[src/rtl/hazard_ctrl.sv]
// Pipeline hazard unit: operand forwarding, load-use stall, branch flush and memory-wait stall FSM.
// Optional performance counters are built when HAZARD_PERF_CNT_EN is defined.
module hazard_ctrl #(
  parameter int unsigned MEM_TIMEOUT = 16
) (
  input  logic        clk,
  input  logic        reset_n,
  input  logic [4:0]  Rs1D,
  input  logic [4:0]  Rs2D,
  input  logic [4:0]  Rs1E,
  input  logic [4:0]  Rs2E,
  input  logic [4:0]  RdE,
  input  logic        LoadE,
  input  logic        PCSrcE,
  input  logic        RegWriteM,
  input  logic        RegWriteW,
  input  logic [4:0]  RdM,
  input  logic [4:0]  RdW,
  input  logic        MemReqM,
  input  logic        MemReady,
  output logic [1:0]  ForwardAE,
  output logic [1:0]  ForwardBE,
  output logic        StallF,
  output logic        StallD,
  output logic        StallE,
  output logic        StallM,
  output logic        FlushD,
  output logic        FlushE,
  output logic        FlushW,
  output logic        MemTimeout,
  output logic [31:0] StallCycles,
  output logic [31:0] FlushCount
);

  typedef enum logic [1:0] {RUN, MEMWAIT, TIMEOUT} state_t;

  state_t     state_reg, state_next;
  logic [7:0] wait_cnt_reg, wait_cnt_next;
  logic       lw_stall;
  logic       mem_stall;

  logic [1:0][4:0] rs_e;
  logic [1:0][1:0] fwd;

  assign rs_e[0] = Rs1E;
  assign rs_e[1] = Rs2E;

  // Memory-stage result is younger than writeback, so it wins.
  genvar gi;
  generate
    for (gi = 0; gi < 2; gi++) begin : g_fwd
      assign fwd[gi] = (RegWriteM && (RdM != 5'd0) && (RdM == rs_e[gi])) ? 2'b10 :
                       (RegWriteW && (RdW != 5'd0) && (RdW == rs_e[gi])) ? 2'b01 :
                                                                           2'b00;
    end
  endgenerate

  assign ForwardAE = fwd[0];
  assign ForwardBE = fwd[1];

  assign lw_stall = LoadE && (RdE != 5'd0) && ((RdE == Rs1D) || (RdE == Rs2D));

  always_ff @(posedge clk or negedge reset_n) begin
    if (!reset_n) begin
      state_reg    <= RUN;
      wait_cnt_reg <= 8'd0;
    end else begin
      state_reg    <= state_next;
      wait_cnt_reg <= wait_cnt_next;
    end
  end

  always_comb begin
    state_next    = state_reg;
    wait_cnt_next = wait_cnt_reg;
    mem_stall     = 1'b0;
    unique case (state_reg)
      RUN: begin
        if (MemReqM && !MemReady) begin
          mem_stall     = 1'b1;
          state_next    = MEMWAIT;
          wait_cnt_next = 8'd1;
        end
      end
      MEMWAIT: begin
        if (MemReady) begin
          state_next    = RUN;
          wait_cnt_next = 8'd0;
        end else begin
          mem_stall     = 1'b1;
          wait_cnt_next = wait_cnt_reg + 8'd1;
          // The RUN cycle that opened the wait counts as the first stalled cycle.
          if (wait_cnt_reg == 8'(MEM_TIMEOUT - 1))
            state_next = TIMEOUT;
        end
      end
      TIMEOUT: mem_stall = 1'b1;
      default: state_next = RUN;
    endcase
  end

  assign MemTimeout = (state_reg == TIMEOUT);

  // A flush beats a load-use stall: IF_ID only honours clear while enabled.
  always_comb begin
    StallF = 1'b0;
    StallD = 1'b0;
    StallE = 1'b0;
    StallM = 1'b0;
    FlushD = 1'b0;
    FlushE = 1'b0;
    FlushW = 1'b0;
    if (mem_stall) begin
      StallF = 1'b1;
      StallD = 1'b1;
      StallE = 1'b1;
      StallM = 1'b1;
      FlushW = 1'b1;
    end else begin
      StallF = lw_stall && !PCSrcE;
      StallD = lw_stall && !PCSrcE;
      FlushD = PCSrcE;
      FlushE = lw_stall || PCSrcE;
    end
  end

`ifdef HAZARD_PERF_CNT_EN
  logic [31:0] stall_cycles_reg, flush_count_reg;

  always_ff @(posedge clk or negedge reset_n) begin
    if (!reset_n) begin
      stall_cycles_reg <= 32'd0;
      flush_count_reg  <= 32'd0;
    end else begin
      if (StallF && (stall_cycles_reg != 32'hFFFF_FFFF))
        stall_cycles_reg <= stall_cycles_reg + 32'd1;
      if (FlushD && (flush_count_reg != 32'hFFFF_FFFF))
        flush_count_reg <= flush_count_reg + 32'd1;
    end
  end

  assign StallCycles = stall_cycles_reg;
  assign FlushCount  = flush_count_reg;
`else
  assign StallCycles = 32'd0;
  assign FlushCount  = 32'd0;
`endif

endmodule

[config.mk]
export PLATFORM = sky130hd
export DESIGN_NAME = hazard_ctrl
export DESIGN_NICKNAME = d
export VERILOG_FILES = /design/src/rtl/hazard_ctrl.sv
export SDC_FILE = /design/constraint.sdc
export NUM_CORES = 1
export LEC_CHECK = 0
export BUFFER_PORTS_ARGS = -buffer_cell sky130_fd_sc_hd__buf_2
export CORE_AREA = 2 2 73 75
export CTS_CLUSTER_SIZE = 16
export DETAILED_ROUTE_END_ITERATION = 10
export DIE_AREA = 0 0 75 77
export GPL_TIMING_DRIVEN = 0
export PLACE_DENSITY = 0.75
export SYNTH_ARGS = -nofsm -noshare
export SYNTH_HDL_FRONTEND = slang
export SYNTH_SLANG_ARGS = --single-unit
export TNS_END_PERCENT = 5
[constraint.sdc]
create_clock -name clk -period 1.9 [get_ports clk]
set_input_delay 0.38 -clock clk [delete_from_list [all_inputs] [get_ports clk]]
set_output_delay 0.38 -clock clk [all_outputs]
set_load 0.005 [all_outputs]
# Word level (Yosys, flattened, before mapping)
# Index checks and enable logic that the tools add are counted.
dict set report totals {
  regBits 10
  inputBits 43
  output_inout_bits 76
  wordCells 54
}
dict set report classes {
  addsub 1
  eq_ne 11
  muxes 18
  n_bitwise 1
  reduce_logical 21
}
# operator count
set ops {}
lappend ops {{5-bit equality test} 6}
lappend ops {{8-bit two-way mux} 2}
lappend ops {{8-bit case mux with 2 select lines} 1}
lappend ops {{5-bit nonzero test} 3}
lappend ops {{1-bit logical AND} 10}
lappend ops {{2-bit two-way mux} 5}
lappend ops {{8-bit by 1-bit adder with 8-bit output (second input constant)} 1}
lappend ops {{8-bit by 4-bit equality test with 1-bit output (second input constant)} 1}
lappend ops {{1-bit two-way mux} 8}
lappend ops {{2-bit case mux with 3 select lines} 1}
lappend ops {{3-bit != test (second input constant)} 1}
lappend ops {{1-bit case mux with 3 select lines} 1}
lappend ops {{3-bit AND reduction} 1}
lappend ops {{2-bit by 1-bit equality test with 1-bit output (second input constant)} 1}
lappend ops {{2-bit equality test (second input constant)} 1}
lappend ops {{1-bit logical NOT} 2}
lappend ops {{2-bit logical NOT} 1}
lappend ops {{1-bit logical OR} 2}
lappend ops {{2-bit != test (second input constant)} 1}
lappend ops {{2-bit AND reduction} 1}
lappend ops {{2-bit nonzero test} 1}
lappend ops {{1-bit NOT} 1}

# Longest topological paths before layout
# Gate-level depths: netlist (run 1).
dict set report depth {
  ltp_word 5
  mapped_depth 5
  mapped_depth_nobuf 4
}

# Least setup slack after synthesis (run 1)
# OpenSTA, ideal clock, no wires.
dict set report synth_timing {
  path_kind {input to output}
  from {input port RdM[1]}
  to {output port ForwardAE[0]}
  t_arrival_ns 1.404
  required_ns 1.520
  setup_slack_ns 0.116
  cell_stages 4
  n_path_buf 0
  path_cell_list {or4_4 o21ai_2 nor4_1 nor4_2}
}
dict set report synth_via {
  elab_chain_len 4
  elab_cells_between_ends 5
  classes_between {1 x eq/ne; 1 x mux; 3 x reduce/logical}
}
# item line_no
set synth_lines {}
lappend synth_lines {{start, declared} 17} ;# input logic [4:0] RdM,
lappend synth_lines {{5-bit nonzero test} 52} ;# assign fwd[gi] = (RegWriteM && (RdM != 5'd0) && (RdM == rs_e[gi])) ? 2'b10 :
lappend synth_lines {{1-bit logical AND} 52}
lappend synth_lines {{1-bit logical AND *} 52}
lappend synth_lines {{2-bit two-way mux *} 52}
lappend synth_lines {{end, declared} 21} ;# output logic [1:0] ForwardAE,
# Every way passes the cells marked *; elsewhere a longest branch is shown, timed or not.

# Final worst setup path (run 1)
dict set report layout_timing {
  from {input port Rs2E[1]}
  to {output port ForwardBE[0]}
}
dict set report layout_via {
  elab_chain_len 4
  elab_cells_between_ends 6
  classes_between {2 x eq/ne; 2 x mux; 2 x reduce/logical}
}
# item line_no
set layout_lines {}
lappend layout_lines {{start, declared} 11} ;# input logic [4:0] Rs2E,
lappend layout_lines {{5-bit equality test} 53} ;# (RegWriteW && (RdW != 5'd0) && (RdW == rs_e[gi])) ? 2'b01 :
lappend layout_lines {{1-bit logical AND} 53}
lappend layout_lines {{1-bit two-way mux} 53}
lappend layout_lines {{2-bit two-way mux *} 52}
lappend layout_lines {{end, declared} 22} ;# output logic [1:0] ForwardBE,
# Marks and branches as above.

==> out/metrics.yaml, run 1 <==
finalHoldViolCount: 0
routed_via_density: 3.81
hp-class: "in -> reg"
final_max_slew_viol_count: 0
core_um2: 4980
synthMuxAreaShare: 0
synth-compound-area-share: 0.109
placed_cell_area_um2: 2060
period_share: 1.05
antenna_found_initial: 0
die_w_um: 75
layoutNonFillerInstCount: 375
cts.sinks: 10
wl_met1_mm: 1.28
filler_cell_count: 482
numPortBuffers: 54
grt_pass1_wl_mm: 5.09
synthAdderAreaFrac: 0.00855
fmaxAchievable_mhz: 503
cts-buffers-inserted: 3
yosysWarnings: 0
placedCellCount: 365
boundaryPins: 119
drive_gt1_frac: 0.495
antennaDiodeCount: 0
path_cells: "buf_2 > xor2_1 > or4_4 > nor4_2 > buf_2"
wl_met3_um: 389
crit_fanout: 2
synth_cell_type_count: 35
root_buffer: "clkbuf_8"
synth_seq_area_share: 0.171
power_density_nw_per_um2: 347
synth_xor_xnor_area_share: 0.204
setup-violations-final: 3
drt-initial-drc-count: 23
dr.max_layer_used: "met4"
vias: 1430
grt_start_max_net_pins: 11
p_leak_nw: 1.26
cp.required_ns: 1.52
crit_slowest_cell: "or4_4"
clock_path_buffers: 2
die_area_um2: 5780
dr.pass1.iters: 6
fin_area_um2: 2300
critical_path_class: "in -> out"
cap_violations: 0
dp_hpwl_mm: 2.87
path_common_cell: "buf_2"
synth.cell_area_um2: 1460
htreeDepth: 1
largest_reg_flops: 8
regArea_um2: 250
clock_latency_ns: 0.24
crit_arrival_ns: 1.61
initial_utilization: 0.294
cpLargestDelayFamily: "simple AND/OR/NAND/NOR gates"
cpPeakStageDelay_ns: 0.54
postSynthCellCount: 178
ys_seq_elements: 10
wl_per_cell_um: 9.44
path_clk_slew_ns: 0.05
wl_met2_mm: 1.79
drc_errors: 0
syn2layout_area_growth_pct: 57.4
fin_nets: 350
worst-path-buf-inv: 2
grt_pass1_vias: 1252
skew_ns: 0.00411
violations: "negative setup slack"
rsz0062_at_grt: "true"
status: "complete, but fails checks"
placementRows: 26
cts_tree: "done"
wirelength_mm: 3.54
ant_nets: 0
dieHeight_um: 77
vdd_drop_max_uv: 325
end_kind: "output pin"
fin_hold_ws_ns: 0.437
startpoint_type: "primary input"
finalCriticalPeriod_ns: 1.99
syn_avg_cell_area_um2: 8.22
setup_slack_ns: -0.0895
track_usage: 0.108
synth_simple_gate_area_frac: 0.148
synth_top_family_by_area: "buffers and inverters"
gp_congestion: 0.833
multi_input_area_um2: 1040
overflow: 0
-- metrics by stage --
step                      setup TNS, ns  setup slack [ns]  utilization  power, W
after floorplan                       0             0.116            -  0.000405
after global placement           -0.709            -0.232        0.413  0.000484
after detailed placement         -0.717            -0.238        0.413  0.000486
after CTS                        -0.369           -0.0985        0.451  0.000784
after global routing             -0.376            -0.169        0.463  0.000846
final                            -0.192           -0.0895        0.463  0.000799
-- path summary, 6_finish.rpt --
path,slack (ns),from,to,depth (start not counted)
min in group asynchronous,0.55,reset_n,wait_cnt_reg[2],2
max in group asynchronous,1.15,reset_n,state_reg[0],2
worst max register to register,0.39,state_reg[0],wait_cnt_reg[6],5
worst min register to register,0.51,wait_cnt_reg[0],wait_cnt_reg[0],1
worst max-delay path,-0.09,Rs2E[1],ForwardBE[0],5
worst min-delay path,0.44,MemReqM,state_reg[0],2
-- cells by family (layout without fill, tap and decap cells) --
group / Yosys count / count (layout)
adders and majority gates: 1 / 1
and+or+nand+nor: 36 / 36
AOI/OAI and AO/OA: 24 / 24
xor gates and xnor gates: 34 / 34
DFF: 10 / 10
buffers and inverters: 72 / 136
other: 1 / 64
-- final cells by class --
| cell class | instances | area share |
|---|---|---|
| sequential | 10 | 0.109 |
| inverter | 4 | 0.00652 |
| multi-input combinational | 159 | 0.450 |
| clock buffer | 4 | 0.0239 |
| tap | 70 | 0.0380 |
| buffer | 68 | 0.220 |
| timing repair buffer | 60 | 0.153 |
-- power by group --
group | switching, W | internal (W) | leakage (nW)
combinational | 0.000144 | 0.000175 | 1.09
clock | 0.0000824 | 0.000182 | 0.0288
sequential | 0.00000104 | 0.000215 | 0.133
-- per-layer routing --
layer / global-route usage / vias up
met2: 0.204 / 87
met1: 0.113 / 607
met5: 0 / -
li1: - / 725
met3: 0.0158 / 11
met4: 0.0482 / 0
-- cells in the mapped netlist --
cell	count	share of area
a22oi_1	1	0.0051
o21ai_2	1	0.0060
nor3b_1	2	0.010
or4_4	1	0.0077
dfrtp_1	10	0.17
nand2_1	4	0.010
nor4_1	2	0.0086
o21ai_0	4	0.014
a21oi_1	5	0.017
buf_4	67	0.34
or3_1	2	0.0086
o211ai_1	2	0.010
ha_1	1	0.0086
xnor2_1	6	0.036
xor2_1	28	0.17
nand3_1	2	0.0068
o22ai_1	1	0.0043
o2111ai_1	3	0.018
o31ai_1	2	0.010
a31o_2	1	0.0060
or4_1	4	0.021
or2_2	1	0.0043
and2b_1	1	0.0051
nor3_1	2	0.0068
and4_1	1	0.0060
clkbuf_1	1	0.0026
nor2_1	9	0.023
conb_1	1	0.0026
nor4_2	2	0.017
o21ai_1	1	0.0034
and2_1	2	0.0086
a32o_1	1	0.0068
a31oi_1	2	0.0086
inv_1	4	0.010
nor2b_1	1	0.0043
-- worst reg2reg max path, delay by kind of cell (launching register included) --
family	cells	cell delay, ns
buf+inv	2	0.47
simple gates	2	0.43
flops	1	0.35
compound gates	1	0.12
-- placed cells by master (no fill, tap or decap), drive strengths merged, types with 2 or more instances in the layout --
master / count
clkbuf: 5
conb: 64
nor3b: 2
o2111ai: 3
a31oi: 2
nor2: 9
nor3: 2
dfrtp: 10
or4: 5
inv: 4
or3: 2
and2: 2
o211ai: 2
xnor2: 6
nor4: 4
buf: 126
nand2: 4
o31ai: 2
o21ai: 6
xor2: 28
nand3: 2
a21oi: 5
-- timing repair --
action,CTS,global route
setup buffers,4,1
pin swaps,8,5
endpoints found under the setup margin,9,9
hold buffers,1,0
hold endpoints to repair,6,0
gates resized for setup,22,12
Power figures use the tool's default switching activity.
==> inputs of run 2 (changes only) <==
--- a/config.mk
+++ b/config.mk
@@ -7,6 +7,7 @@
 export LEC_CHECK = 0
 export BUFFER_PORTS_ARGS = -buffer_cell sky130_fd_sc_hd__buf_2
 export CORE_AREA = 2 2 73 75
+export CTS_BUF_LIST = sky130_fd_sc_hd__clkbuf_16
 export CTS_CLUSTER_SIZE = 16
 export DETAILED_ROUTE_END_ITERATION = 10
 export DIE_AREA = 0 0 75 77
==> run 2 against run 1 <==
  * The flow finishes with violations (negative hold slack, negative setup slack)
  * Sequential share of layout area barely moved
  * Die area unchanged
  * Critical path type unchanged
  * Clock power is 41% higher
  * Global-route usage up 0.29 points
  * Routed wire length increased by 0.40%
  * Setup slack about the same
  * Via count grew 0.21%
==> out/metrics.yaml, run 2 (synthesis gave the netlist of run 1 again) <==
overflow: 0  # unchanged
p_sw_frac: 0.266  # -0.0180
ctsHoldBuffers: 0  # -1
startpoint_type: "primary input"
dp_hpwl_mm: 2.87  # unchanged
layoutNonFillerInstCount: 374  # -0.27%
cpLargestDelayFamily: "simple AND/OR/NAND/NOR gates"
rsz0062_at_grt: "true"
crit_fanout: 2  # unchanged
core_um2: 4980  # unchanged
setup_slack_ns: -0.0894  # +0.0000357 ns
drt-initial-drc-count: 26  # +13%
syn2layout_area_growth_pct: 58.0
r2r_end: "wait_cnt_reg[2]"
fmaxAchievable_mhz: 503  # about the same
die_w_um: 75  # unchanged
antenna_found_initial: 0  # unchanged
drive_gt1_frac: 0.493  # -0.00166
rrSetupSlack_ns: 0.40  # about the same
path_common_cell: "buf_2"
finalHoldViolCount: 10  # +10
r2r_start: "state_reg[0]"
vias: 1433  # +0.21%
initial_utilization: 0.294  # unchanged
dieHeight_um: 77  # unchanged
wirelength_mm: 3.56  # +0.40%
filler_cell_count: 481  # -0.21%
track_usage: 0.111  # +0.00288
cts.sinks: 10  # unchanged
ant_nets: 0  # unchanged
pwr-share-clk: 0.412  # +0.081
critical_path_class: "in -> out"
cp.required_ns: 1.52  # about the same
htreeDepth: 1  # unchanged
placedCellCount: 365  # unchanged
multi_input_area_um2: 1030  # -0.48%
path_clk_slew_ns: 0.04  # about the same
boundaryPins: 119  # unchanged
dr.pass1.iters: 7  # +1
p_seq_frac: 0.239  # -0.031
die_area_um2: 5780  # unchanged
clock_latency_ns: 0.24  # about the same
finalCriticalPeriod_ns: 1.99  # -0.0000357 ns
layout_commonest_cell: "buf_4"
hp-class: "in -> async"
final_cell_mix: "buf_4, conb_1, buf_2"
fin_hold_ws_ns: -0.00692  # -0.444 ns
combPwrFrac: 0.349  # -0.050
vdd_drop_max_uv: 426  # +31%
power_switching_w: 0.000241  # +6.2%
skew_ns: 0.000628  # -0.00348 ns
reg2regPathDepth: 5  # unchanged
regArea_um2: 250  # unchanged
final_max_slew_viol_count: 0  # unchanged
status: "complete, but fails checks"
worst-path-buf-inv: 2  # unchanged
crit_slowest_cell: "or4_4"
path_cells: "buf_2 > xor2_1 > or4_4 > nor4_2 > buf_2"
crit_arrival_ns: 1.61  # about the same
cpPeakStageDelay_ns: 0.54  # about the same
power_density_nw_per_um2: 392  # +13%
placementRows: 26  # unchanged
numPortBuffers: 54  # unchanged
cts-buffers-inserted: 3  # unchanged
intPower_w: 0.000664  # +16%
drc_errors: 0  # unchanged
end_kind: "output pin"
antennaDiodeCount: 0  # unchanged
wl_per_cell_um: 9.51  # +0.66%
crit_start: "Rs2E[1]"
cap_violations: 0  # unchanged
grt_start_max_net_pins: 11  # unchanged
largest_reg_flops: 8  # unchanged
setup-violations-final: 3  # unchanged
clock_path_buffers: 2  # unchanged
grt_pass1_wl_mm: 5.17  # +1.6%
violations: "negative hold slack, negative setup slack"
fin_nets: 349  # -0.29%
root_buffer: "clkbuf_16"
p_leak_nw: 1.26  # +0.42%
routed_via_density: 3.83  # +0.48%
gp_congestion: 0.833  # unchanged
grt_pass1_vias: 1276  # +1.9%
cts_tree: "done"
period_share: 1.05  # about the same
## run 2: final cells by class
cell class	instances	area share
inverters	4	0.00650
plain buffers	68	0.219
clock buffers	3	0.0325
repair buffers	59	0.148
well taps	70	0.0379
flip-flops and latches	10	0.108
multi-input cells	159	0.446
clock inverters	1	0.00162
## run 2: what timing repair did
item	CTS	global route
pin swaps	8	3
resized for setup	22	11
buffers inserted	4	1
endpoints found under the setup margin	9	9
## run 2: worst reg2reg max path: stages, from the launching register on
cell      delay, ns
dfrtp_1        0.35
buf_4          0.14
clkbuf_1       0.32
a21oi_1        0.12
nor2_1         0.34
nor2_1         0.10
## run 2: worst max-delay path by stage
stage / to / slack, ns / cells past startpoint
6_report: ForwardBE[0] / -0.09 / 5
5_1_grt: ForwardBE[0] / -0.17 / 7
4_1_cts: ForwardBE[0] / -0.1 / 7
3_5_place_dp: StallF / -0.24 / 6
3_3_place_gp: StallF / -0.23 / 6
2_1_floorplan: ForwardAE[0] / 0.12 / 4
## run 2: layer usage
layer / vias to the layer above / share of wire / wire [µm] / GRT usage
met2: 85 / 0.50 / 1790 / 0.210
met3: 11 / 0.11 / 388 / 0.0197
met1: 614 / 0.36 / 1290 / 0.111
met5: - / 0 / 0 / 0
met4: 0 / 0.025 / 90 / 0.0536
li1: 723 / - / - / -
## run 2: through the flow
stage                     instance area, µm²  TNS, ns   util  setup WS, ns  power (W)
after floorplan                         1700        0      -         0.116   0.000405
after global placement                  2060   -0.709  0.413        -0.232   0.000484
after detailed placement                2060   -0.717  0.413        -0.238   0.000486
after CTS                               2260   -0.366  0.454       -0.0985   0.000892
after global routing                    2310   -0.397  0.464        -0.169   0.000959
final                                   2310   -0.195  0.464       -0.0894   0.000905
## run 2: power by group through the flow
stage	combinational (W)	clock, W	sequential (W)
floorplan	0.000186	0	0.000219
global placement	0.000265	0	0.000219
detailed placement	0.000267	0	0.000219
CTS	0.000296	0.000380	0.000216
global route	0.000348	0.000394	0.000216
finish	0.000316	0.000373	0.000216
